===== src/rtl/decode_stage.sv =====
// Handshaked decode stage for the accumulator CPU: opcode decode, flag-based branch
// resolution and per-accumulator pending-flag interlock. Optional macro: DECODE_ILLEGAL_TRAP_EN.
module decode_stage #(
    parameter int INSTR_W = 16,
    parameter int OP_W    = 6,
    parameter int NUM_ACC = 2,
    parameter int ADDR_W  = 10,
    parameter int IMM_W   = 8,
    parameter int BR_W    = 6,
    parameter int PEND_W  = 2,
    localparam int ACC_W  = (NUM_ACC > 1) ? $clog2(NUM_ACC) : 1
) (
    input  logic                   clk,
    input  logic                   reset,
    input  logic                   in_valid,
    output logic                   in_ready,
    input  logic [INSTR_W-1:0]     instr,
    input  logic [3*NUM_ACC-1:0]   flags,
    input  logic                   flag_wb_valid,
    input  logic [ACC_W-1:0]       flag_wb_idx,
    input  logic                   flush,
    output logic                   out_valid,
    input  logic                   out_ready,
    output logic [2*NUM_ACC-1:0]   acc_sel,
    output logic [ACC_W-1:0]       acc_idx,
    output logic [2:0]             alu_op,
    output logic                   mem_wr,
    output logic                   jmp_en,
    output logic                   branch_en,
    output logic                   illegal,
    output logic [IMM_W-1:0]       imm,
    output logic [ADDR_W-1:0]      mem_addr,
    output logic [ADDR_W-1:0]      jmp_addr,
    output logic [BR_W-1:0]        branch_off
);

    logic [OP_W-1:0]       op;
    logic [1:0]            cls;
    logic [2:0]            sub;
    logic [ACC_W-1:0]      acc;
    logic                  acc_ok;
    logic [2:0]            acc_flags;
    logic [PEND_W-1:0]     pend [NUM_ACC];
    logic [PEND_W-1:0]     pend_cur;

    logic [2*NUM_ACC-1:0]  d_acc_sel;
    logic [ACC_W-1:0]      d_acc_idx;
    logic [2:0]            d_alu_op;
    logic                  d_mem_wr;
    logic                  d_jmp_en;
    logic                  d_branch_en;
    logic                  d_illegal;
    logic                  is_alu;
    logic                  is_cond;
    logic                  bad;
    logic                  stall;
    logic                  run;
    logic                  accept;

    assign op       = instr[INSTR_W-1 -: OP_W];
    assign cls      = op[OP_W-1 -: 2];
    assign sub      = op[OP_W-3 -: 3];
    assign acc      = op[ACC_W-1:0];
    assign acc_ok   = (32'(acc) < NUM_ACC);
    assign pend_cur = acc_ok ? pend[acc] : '0;

    always_comb begin
        acc_flags = 3'b000;
        for (int i = 0; i < NUM_ACC; i++) begin
            if (32'(acc) == i) acc_flags = flags[3*i +: 3];
        end
    end

    always_comb begin
        d_acc_sel   = '0;
        d_acc_idx   = acc;
        d_alu_op    = 3'd0;
        d_mem_wr    = 1'b0;
        d_jmp_en    = 1'b0;
        d_branch_en = 1'b0;
        is_alu      = 1'b0;
        is_cond     = 1'b0;
        bad         = 1'b0;
        case (cls)
            2'b00: begin
                case (sub)
                    3'b000:  d_acc_sel[2*32'(acc) +: 2] = 2'b11;
                    3'b001:  d_acc_sel[2*32'(acc) +: 2] = 2'b01;
                    3'b010:  d_mem_wr = 1'b1;
                    default: bad = 1'b1;
                endcase
            end
            2'b01: begin
                d_acc_sel[2*32'(acc) +: 2] = 2'b10;
                d_alu_op = sub;
                is_alu   = 1'b1;
            end
            2'b10: begin
                // flags per accumulator are {z,c,n}
                is_cond = (sub != 3'b000) && (sub != 3'b111);
                case (sub)
                    3'b000:  d_jmp_en    = 1'b1;
                    3'b001:  d_branch_en = acc_flags[2];
                    3'b010:  d_branch_en = !acc_flags[2];
                    3'b011:  d_branch_en = acc_flags[1];
                    3'b100:  d_branch_en = !acc_flags[1];
                    3'b101:  d_branch_en = acc_flags[0];
                    3'b110:  d_branch_en = !acc_flags[0];
                    default: bad = 1'b1;
                endcase
            end
            default: begin
                d_acc_idx = '0;
                if (op[OP_W-3:0] != '0) bad = 1'b1;
            end
        endcase
        if (!acc_ok && cls != 2'b11) bad = 1'b1;
        if (bad) begin
            d_acc_sel   = '0;
            d_acc_idx   = '0;
            d_alu_op    = 3'd0;
            d_mem_wr    = 1'b0;
            d_jmp_en    = 1'b0;
            d_branch_en = 1'b0;
            is_alu      = 1'b0;
            is_cond     = 1'b0;
        end
    end

    assign stall    = (is_cond && pend_cur != '0) || (is_alu && pend_cur == '1);
    assign in_ready = (!out_valid || out_ready) && !stall && !flush && run;
    assign accept   = in_valid && in_ready;

`ifdef DECODE_ILLEGAL_TRAP_EN
    typedef enum logic {RUN = 1'b0, TRAP = 1'b1} state_t;
    state_t state_q, state_d;

    always_ff @(posedge clk or posedge reset) begin
        if (reset) state_q <= RUN;
        else       state_q <= state_d;
    end

    always_comb begin
        state_d = state_q;
        case (state_q)
            RUN:     if (accept && bad) state_d = TRAP;
            TRAP:    if (flush) state_d = RUN;
            default: state_d = RUN;
        endcase
    end

    assign run       = (state_q == RUN);
    assign d_illegal = bad;
`else
    assign run       = 1'b1;
    assign d_illegal = 1'b0;
`endif

    always_ff @(posedge clk or posedge reset) begin
        if (reset) begin
            out_valid  <= 1'b0;
            acc_sel    <= '0;
            acc_idx    <= '0;
            alu_op     <= 3'd0;
            mem_wr     <= 1'b0;
            jmp_en     <= 1'b0;
            branch_en  <= 1'b0;
            illegal    <= 1'b0;
            imm        <= '0;
            mem_addr   <= '0;
            jmp_addr   <= '0;
            branch_off <= '0;
        end else if (accept) begin
            out_valid  <= 1'b1;
            acc_sel    <= d_acc_sel;
            acc_idx    <= d_acc_idx;
            alu_op     <= d_alu_op;
            mem_wr     <= d_mem_wr;
            jmp_en     <= d_jmp_en;
            branch_en  <= d_branch_en;
            illegal    <= d_illegal;
            imm        <= instr[IMM_W-1:0];
            mem_addr   <= instr[ADDR_W-1:0];
            jmp_addr   <= instr[ADDR_W-1:0];
            branch_off <= instr[BR_W-1:0];
        end else if (flush || out_ready) begin
            out_valid  <= 1'b0;
        end
    end

    // Counters track ALU ops whose flags have not yet come back from execute.
    always_ff @(posedge clk or posedge reset) begin
        if (reset) begin
            for (int i = 0; i < NUM_ACC; i++) pend[i] <= '0;
        end else begin
            for (int i = 0; i < NUM_ACC; i++) begin
                if (accept && is_alu && 32'(acc) == i) begin
                    if (!(flag_wb_valid && 32'(flag_wb_idx) == i))
                        pend[i] <= pend[i] + 1'b1;
                end else if (flag_wb_valid && 32'(flag_wb_idx) == i && pend[i] != '0) begin
                    pend[i] <= pend[i] - 1'b1;
                end
            end
        end
    end

endmodule


===== config.mk =====
export PLATFORM = sky130hd
export DESIGN_NAME = decode_stage
export DESIGN_NICKNAME = d
export VERILOG_FILES = /design/src/rtl/decode_stage.sv
export SDC_FILE = /design/constraint.sdc
export NUM_CORES = 1
export LEC_CHECK = 0
export BUFFER_PORTS_ARGS = -buffer_cell sky130_fd_sc_hd__clkbuf_2
export CAP_MARGIN = 20
export CORE_UTILIZATION = 42
export DETAILED_ROUTE_END_ITERATION = 6
export HOLD_SLACK_MARGIN = 0.02
export PLACE_DENSITY = 0.74
export SETUP_SLACK_MARGIN = 0.4
export SLEW_MARGIN = 10
export SYNTH_ARGS = -nofsm -noshare
export SYNTH_HDL_FRONTEND = slang
export SYNTH_SLANG_ARGS = --single-unit
export TNS_END_PERCENT = 10

===== constraint.sdc =====
create_clock -name clk -period 1.6 [get_ports clk]
set_clock_uncertainty 0.1 [all_clocks]
set_input_delay 0.16 -clock clk [delete_from_list [all_inputs] [get_ports clk]]
set_output_delay 0.16 -clock clk [all_outputs]
set_load 0.1 [all_outputs]

Word level (Yosys, flattened, before mapping). Index checks and enable logic that the tools add are counted.

Bits in registers: 40. Input port bits: 29. Output and inout bits: 48. Word-level logic and storage cells: 113.

Add/subtract/negate cells: 5. Magnitude comparators: 1. Eq/ne operators: 12. Shift-type cells: 4. Multiplexer cells: 36. Bitwise logic cells: 6. Reductions and logical operators: 37.

Operators with widths (count): indexed part select 2 x 34 -> 4 bit, first input constant (3); negation 2 -> 34 bit (1); variable shift 2 x 34 -> 4 bit, first input constant (1); 2-to-1 mux 1 bit (19); 2-to-1 mux 2 bit (9); one-hot mux 4 bit (2 select lines) (2); logical AND 1 bit (13); AND 4 bit (3); nonzero test 2 bit (6); equality test 3 bit, second input constant (3); 2-to-1 mux 3 bit (3); OR reduction 7 bit (1); equality test 3 x 2 -> 1 bit, second input constant (2); logical NOT 1 bit (6); one-hot mux 1 bit (6 select lines) (1); OR reduction 3 bit (2); adder 2 x 1 -> 2 bit, second input constant (2); equality test 2 bit, second input constant (2); 2-to-1 mux 4 bit (1); inequality test 2 bit, second input constant (2); AND reduction 2 bit (2); nonzero test 4 bit (1); subtractor 2 x 1 -> 2 bit, second input constant (2); equality test 3 x 1 -> 1 bit, second input constant (1); other kinds (10) (13).

Depth between registers and ports, before layout.
Depth after elaboration: 15. Depth in mapped cells: 6. Gate-level depth less buffers: 4.

Least setup slack after synthesis. Ideal clock, no wire load.

Path kind: reg-to-output. From: register out_valid. To: output port in_ready. Arrival: 3930 ps. Data required time: 1340 ps. Setup slack: -2590 ps. Stages on the path, launching flop included: 3. Buffers on the path: 0. Path through: dfrtp_1 -> nor2b_1 -> nor4_1.

Cells in the longest elaborated chain, start to end: 4.

RTL lines: start: declaration (line 22) `output logic out_valid,`; start signal: assignment (line 161) `out_valid <= 1'b0;`; start signal: assignment (line 174) `out_valid <= 1'b1;`; start signal: assignment (line 187) `out_valid <= 1'b0;`; logical NOT 1 bit (line 131) `assign in_ready = (!out_valid || out_ready) && !stall && !flush && run;`; logical OR 1 bit (line 131); logical AND 1 bit (2 in a row) (line 131); end: declaration (line 16) `output logic in_ready,`.

Every way passes these cells.

Worst setup path in the final report.
From: register pend[2] in the netlist's numbering. To: output port in_ready.

Cells in the longest elaborated chain, start to end: 9. Elaborated cells between the ends (all ways): 11. Those cells by class: 1 x eq/ne; 3 x mux; 7 x reduce/logical.

RTL lines: start: declaration (line 43) `logic [PEND_W-1:0] pend [NUM_ACC];`; start signal: indexed assignment (line 199) `pend[i] <= pend[i] + 1'b1;`; start signal: indexed assignment (line 201) `pend[i] <= pend[i] - 1'b1;`; 2-to-1 mux 2 bit (not written as such) (*) (3 in a row) (line 65) `assign pend_cur = acc_ok ? pend[acc] : '0;`; equality test 2 bit or nonzero test 2 bit (tied branches) (line 130) `assign stall = (is_cond && pend_cur != '0) || (is_alu && pend_cur == '1);`; logical AND 1 bit (line 130); logical OR 1 bit (*) (line 130); logical NOT 1 bit (*) (line 131); logical AND 1 bit (*) (2 in a row) (line 131).

Every way passes the cells marked *; elsewhere a longest branch is shown, timed or not. The select of a mux whose other input is x is not followed.

==> impl_metrics.tcl <==
set metrics [dict create \
    dpl_cell_area_mm2 0.00216 \
    cts_tree "done" \
    synth_warnings 0 \
    min_period_over_period_pct 118 \
    synth-edff-count 0 \
    synthTopCellsByCount "buf_4, dfrtp_1, mux2_4" \
    r2r_cells 6 \
    htree_levels 1 \
    syn_avg_cell_area_um2 11.5 \
    overflow 0 \
    vias_per_cell 5.18 \
    fin_cells 283 \
    cts.path.max_buffers 2 \
    cp-start-kind "register" \
    p_leak_nw 1.56 \
    die_x_um 65.8 \
    fillers 168 \
    critPathKind "reg -> out" \
    power_density_mw_per_mm2 1550 \
    r2r_start "pend[2]" \
    reg2reg_slack_ps -220 \
    yosysTopAreaCell "dfrtp_1" \
    wl_um 5230 \
    hold_start "flush" \
    wl_per_cell_um 18.5 \
    p_sw_share_pct 53.2 \
    p_clk_share_pct 11.5 \
    clock_sinks 26 \
    core_region_area_mm2 0.00377 \
    ir_worst_vdd_mv 0.733 \
    multi_input_area_um2 905 \
    fin_worst_hold_slack_ps 100 \
    drive_above_1_share_pct 61.3 \
    reg2reg_to "imm[2]" \
    worstHoldEndpoint "out_valid" \
    syn-cell-area_mm2 0.00171 \
    fin_crit_ps 1880 \
    finalSetupViolCount 23 \
    cp-end-kind "output port" \
    stdcell_area_mm2 0.00310 \
    cp_max_fo 3 \
    start_util_pct 45.3 \
    place_ws_ps -106 \
    yosys_most_used_dff "dfrtp_1" \
    syn_inst 149 \
    drv_slew 0 \
    route.detailed.drc 0 \
    track_usage_pct 22.3 \
    num-nets-final 265 \
    grt_pass1_vias 1467 \
    holdPathStages 2 \
    hold_viol_final 0 \
    vias 1465 \
    netlist.area_leader.share_pct 38.1 \
    rows 22 \
    maxCapViolations 0 \
    setup_tns_ps -4100 \
    grt_setup_unrepaired "yes" \
    p_sw_mw 2.56 \
    ys_types 40 \
    path_clk_slew_ps 100 \
    fmax_mhz 532 \
    ys_ff_latch 26 \
    worstPathArrival_ps 1620 \
    diodes 0 \
    cp.required_ps 1340 \
    synthArstFlopShare_pct 100 \
    outcome "finished, violations left" \
    drt_iter0_drc 47 \
    dp.cells 265 \
    dp_hpwl_um 2610 \
    clock_latency_ps 270 \
    drtAntennaViolNets 0 \
    setup_ws_ps -281 \
    place_congestion 0.762 \
    worstHoldPathType "in -> reg" \
    antenna_found_initial 0 \
    cts-root-buf "clkbuf_8" \
    violations "negative setup slack" \
    io_pins 77 \
    regArea_um2 654 \
    seq_area_frac_synth_pct 38.1 \
    area_growth_pct 81.5 \
    p_int_mw 2.25 \
    grt_max_degree 27 \
    die_h_um 65.8 \
    combPwrFrac_pct 68.3 \
    fp.dieArea_mm2 0.00433 \
    portBuffers 75 \
    sequentialPowerShare_pct 20.2 \
    cp-startpoint "pend[2]" \
    cts_made_buffers 3 \
    grt_pass1_wl_um 7160 \
    synth_fp_nets 178 \
    drt-pass1-iter-count 4 \
    ys_top_cells_by_area "dfrtp_1, mux2_4, buf_4" \
]
## worst max-delay path, stage by stage (launching register included)
cell and delay (ps):
dfrtp_1 420, mux2_4 310, nand3_4 70, o21ai_2 70
nor4_4 260, buf_12 210
## routing by layer
layer | part of all wire, % | vias up | routed length, um | global-route usage [%]
met5 | 0 | - | 0 | 0
met4 | 0.32 | 0 | 17 | 2.72
met3 | 6.6 | 4 | 347 | 6.21
met2 | 54 | 70 | 2830 | 42.2
met1 | 39 | 719 | 2040 | 25.0
li1 | - | 672 | - | -
## worst max-delay path by stage
stage               slack, ps        to  cells after the start
floorplan                -590  in_ready                      5
global placement          -70  in_ready                      6
detailed placement       -110   pend[2]                      6
CTS                      -350  in_ready                      5
global route             -340  in_ready                      5
finish                   -280  in_ready                      5
## state kept, by name, summed over array words and instances (netlist names), 3 cells and up
name / flops
alu_op: 3
jmp_addr: 3
acc_sel: 4
imm: 7
pend: 4
## stage by stage
stage / total power [mW] / util [%]
global route: 4.93 / 82.2
CTS: 4.66 / 79.1
finish: 4.81 / 82.2
global placement: 3.36 / 57.2
floorplan: 3.18 / -
detailed placement: 3.38 / 57.2
## layout make-up
| class | instances | area share (%) |
|---|---|---|
| inverters | 6 | 0.727 |
| repair buffers | 112 | 44.7 |
| clock inverters | 1 | 0.969 |
| flip-flops and latches | 26 | 21.1 |
| multi-input cells | 87 | 29.2 |
| clock buffers | 3 | 1.33 |
| well taps | 48 | 1.94 |
## cell families after synthesis
logic type | Yosys count | synth area share, %
multiplexers | 30 | 22.6
AO/OA/AOI/OAI | 14 | 7.03
other | 1 | 0.220
buffers and inverters | 36 | 15.0
AND/OR/NAND/NOR | 42 | 17.1
flip-flops | 26 | 38.1
## power groups by stage
stage	logic (mW)	registers, mW	clock network, mW
floorplan	1.64	1.53	0
global placement	2.49	0.876	0
finish	3.28	0.969	0.554
global route	3.36	0.985	0.591
detailed placement	2.50	0.882	0
CTS	3.16	0.938	0.566
## cell usage in the layout (no fill, tap or decap), types with 6 or more instances in the layout
| cell type | instances |
|---|---|
| nand2_1 | 6 |
| dfrtp_1 | 25 |
| dlygate4sd3_1 | 11 |
| clkbuf_16 | 21 |
| clkbuf_2 | 28 |
| mux2i_1 | 10 |
| mux2_4 | 18 |
| buf_4 | 21 |
| nor2b_1 | 6 |
| clkbuf_8 | 21 |
## what timing repair did
item / CTS / global route
resized for setup: 118 / 19
cloned: 0 / 1
endpoints found under the setup margin: 73 / 69
endpoints found under the hold margin: 35 / 1
buffers inserted: 1 / 1
hold buffers: 10 / 1
pin swaps: 7 / 6
No activity file was read; power rests on OpenSTA's default activity.
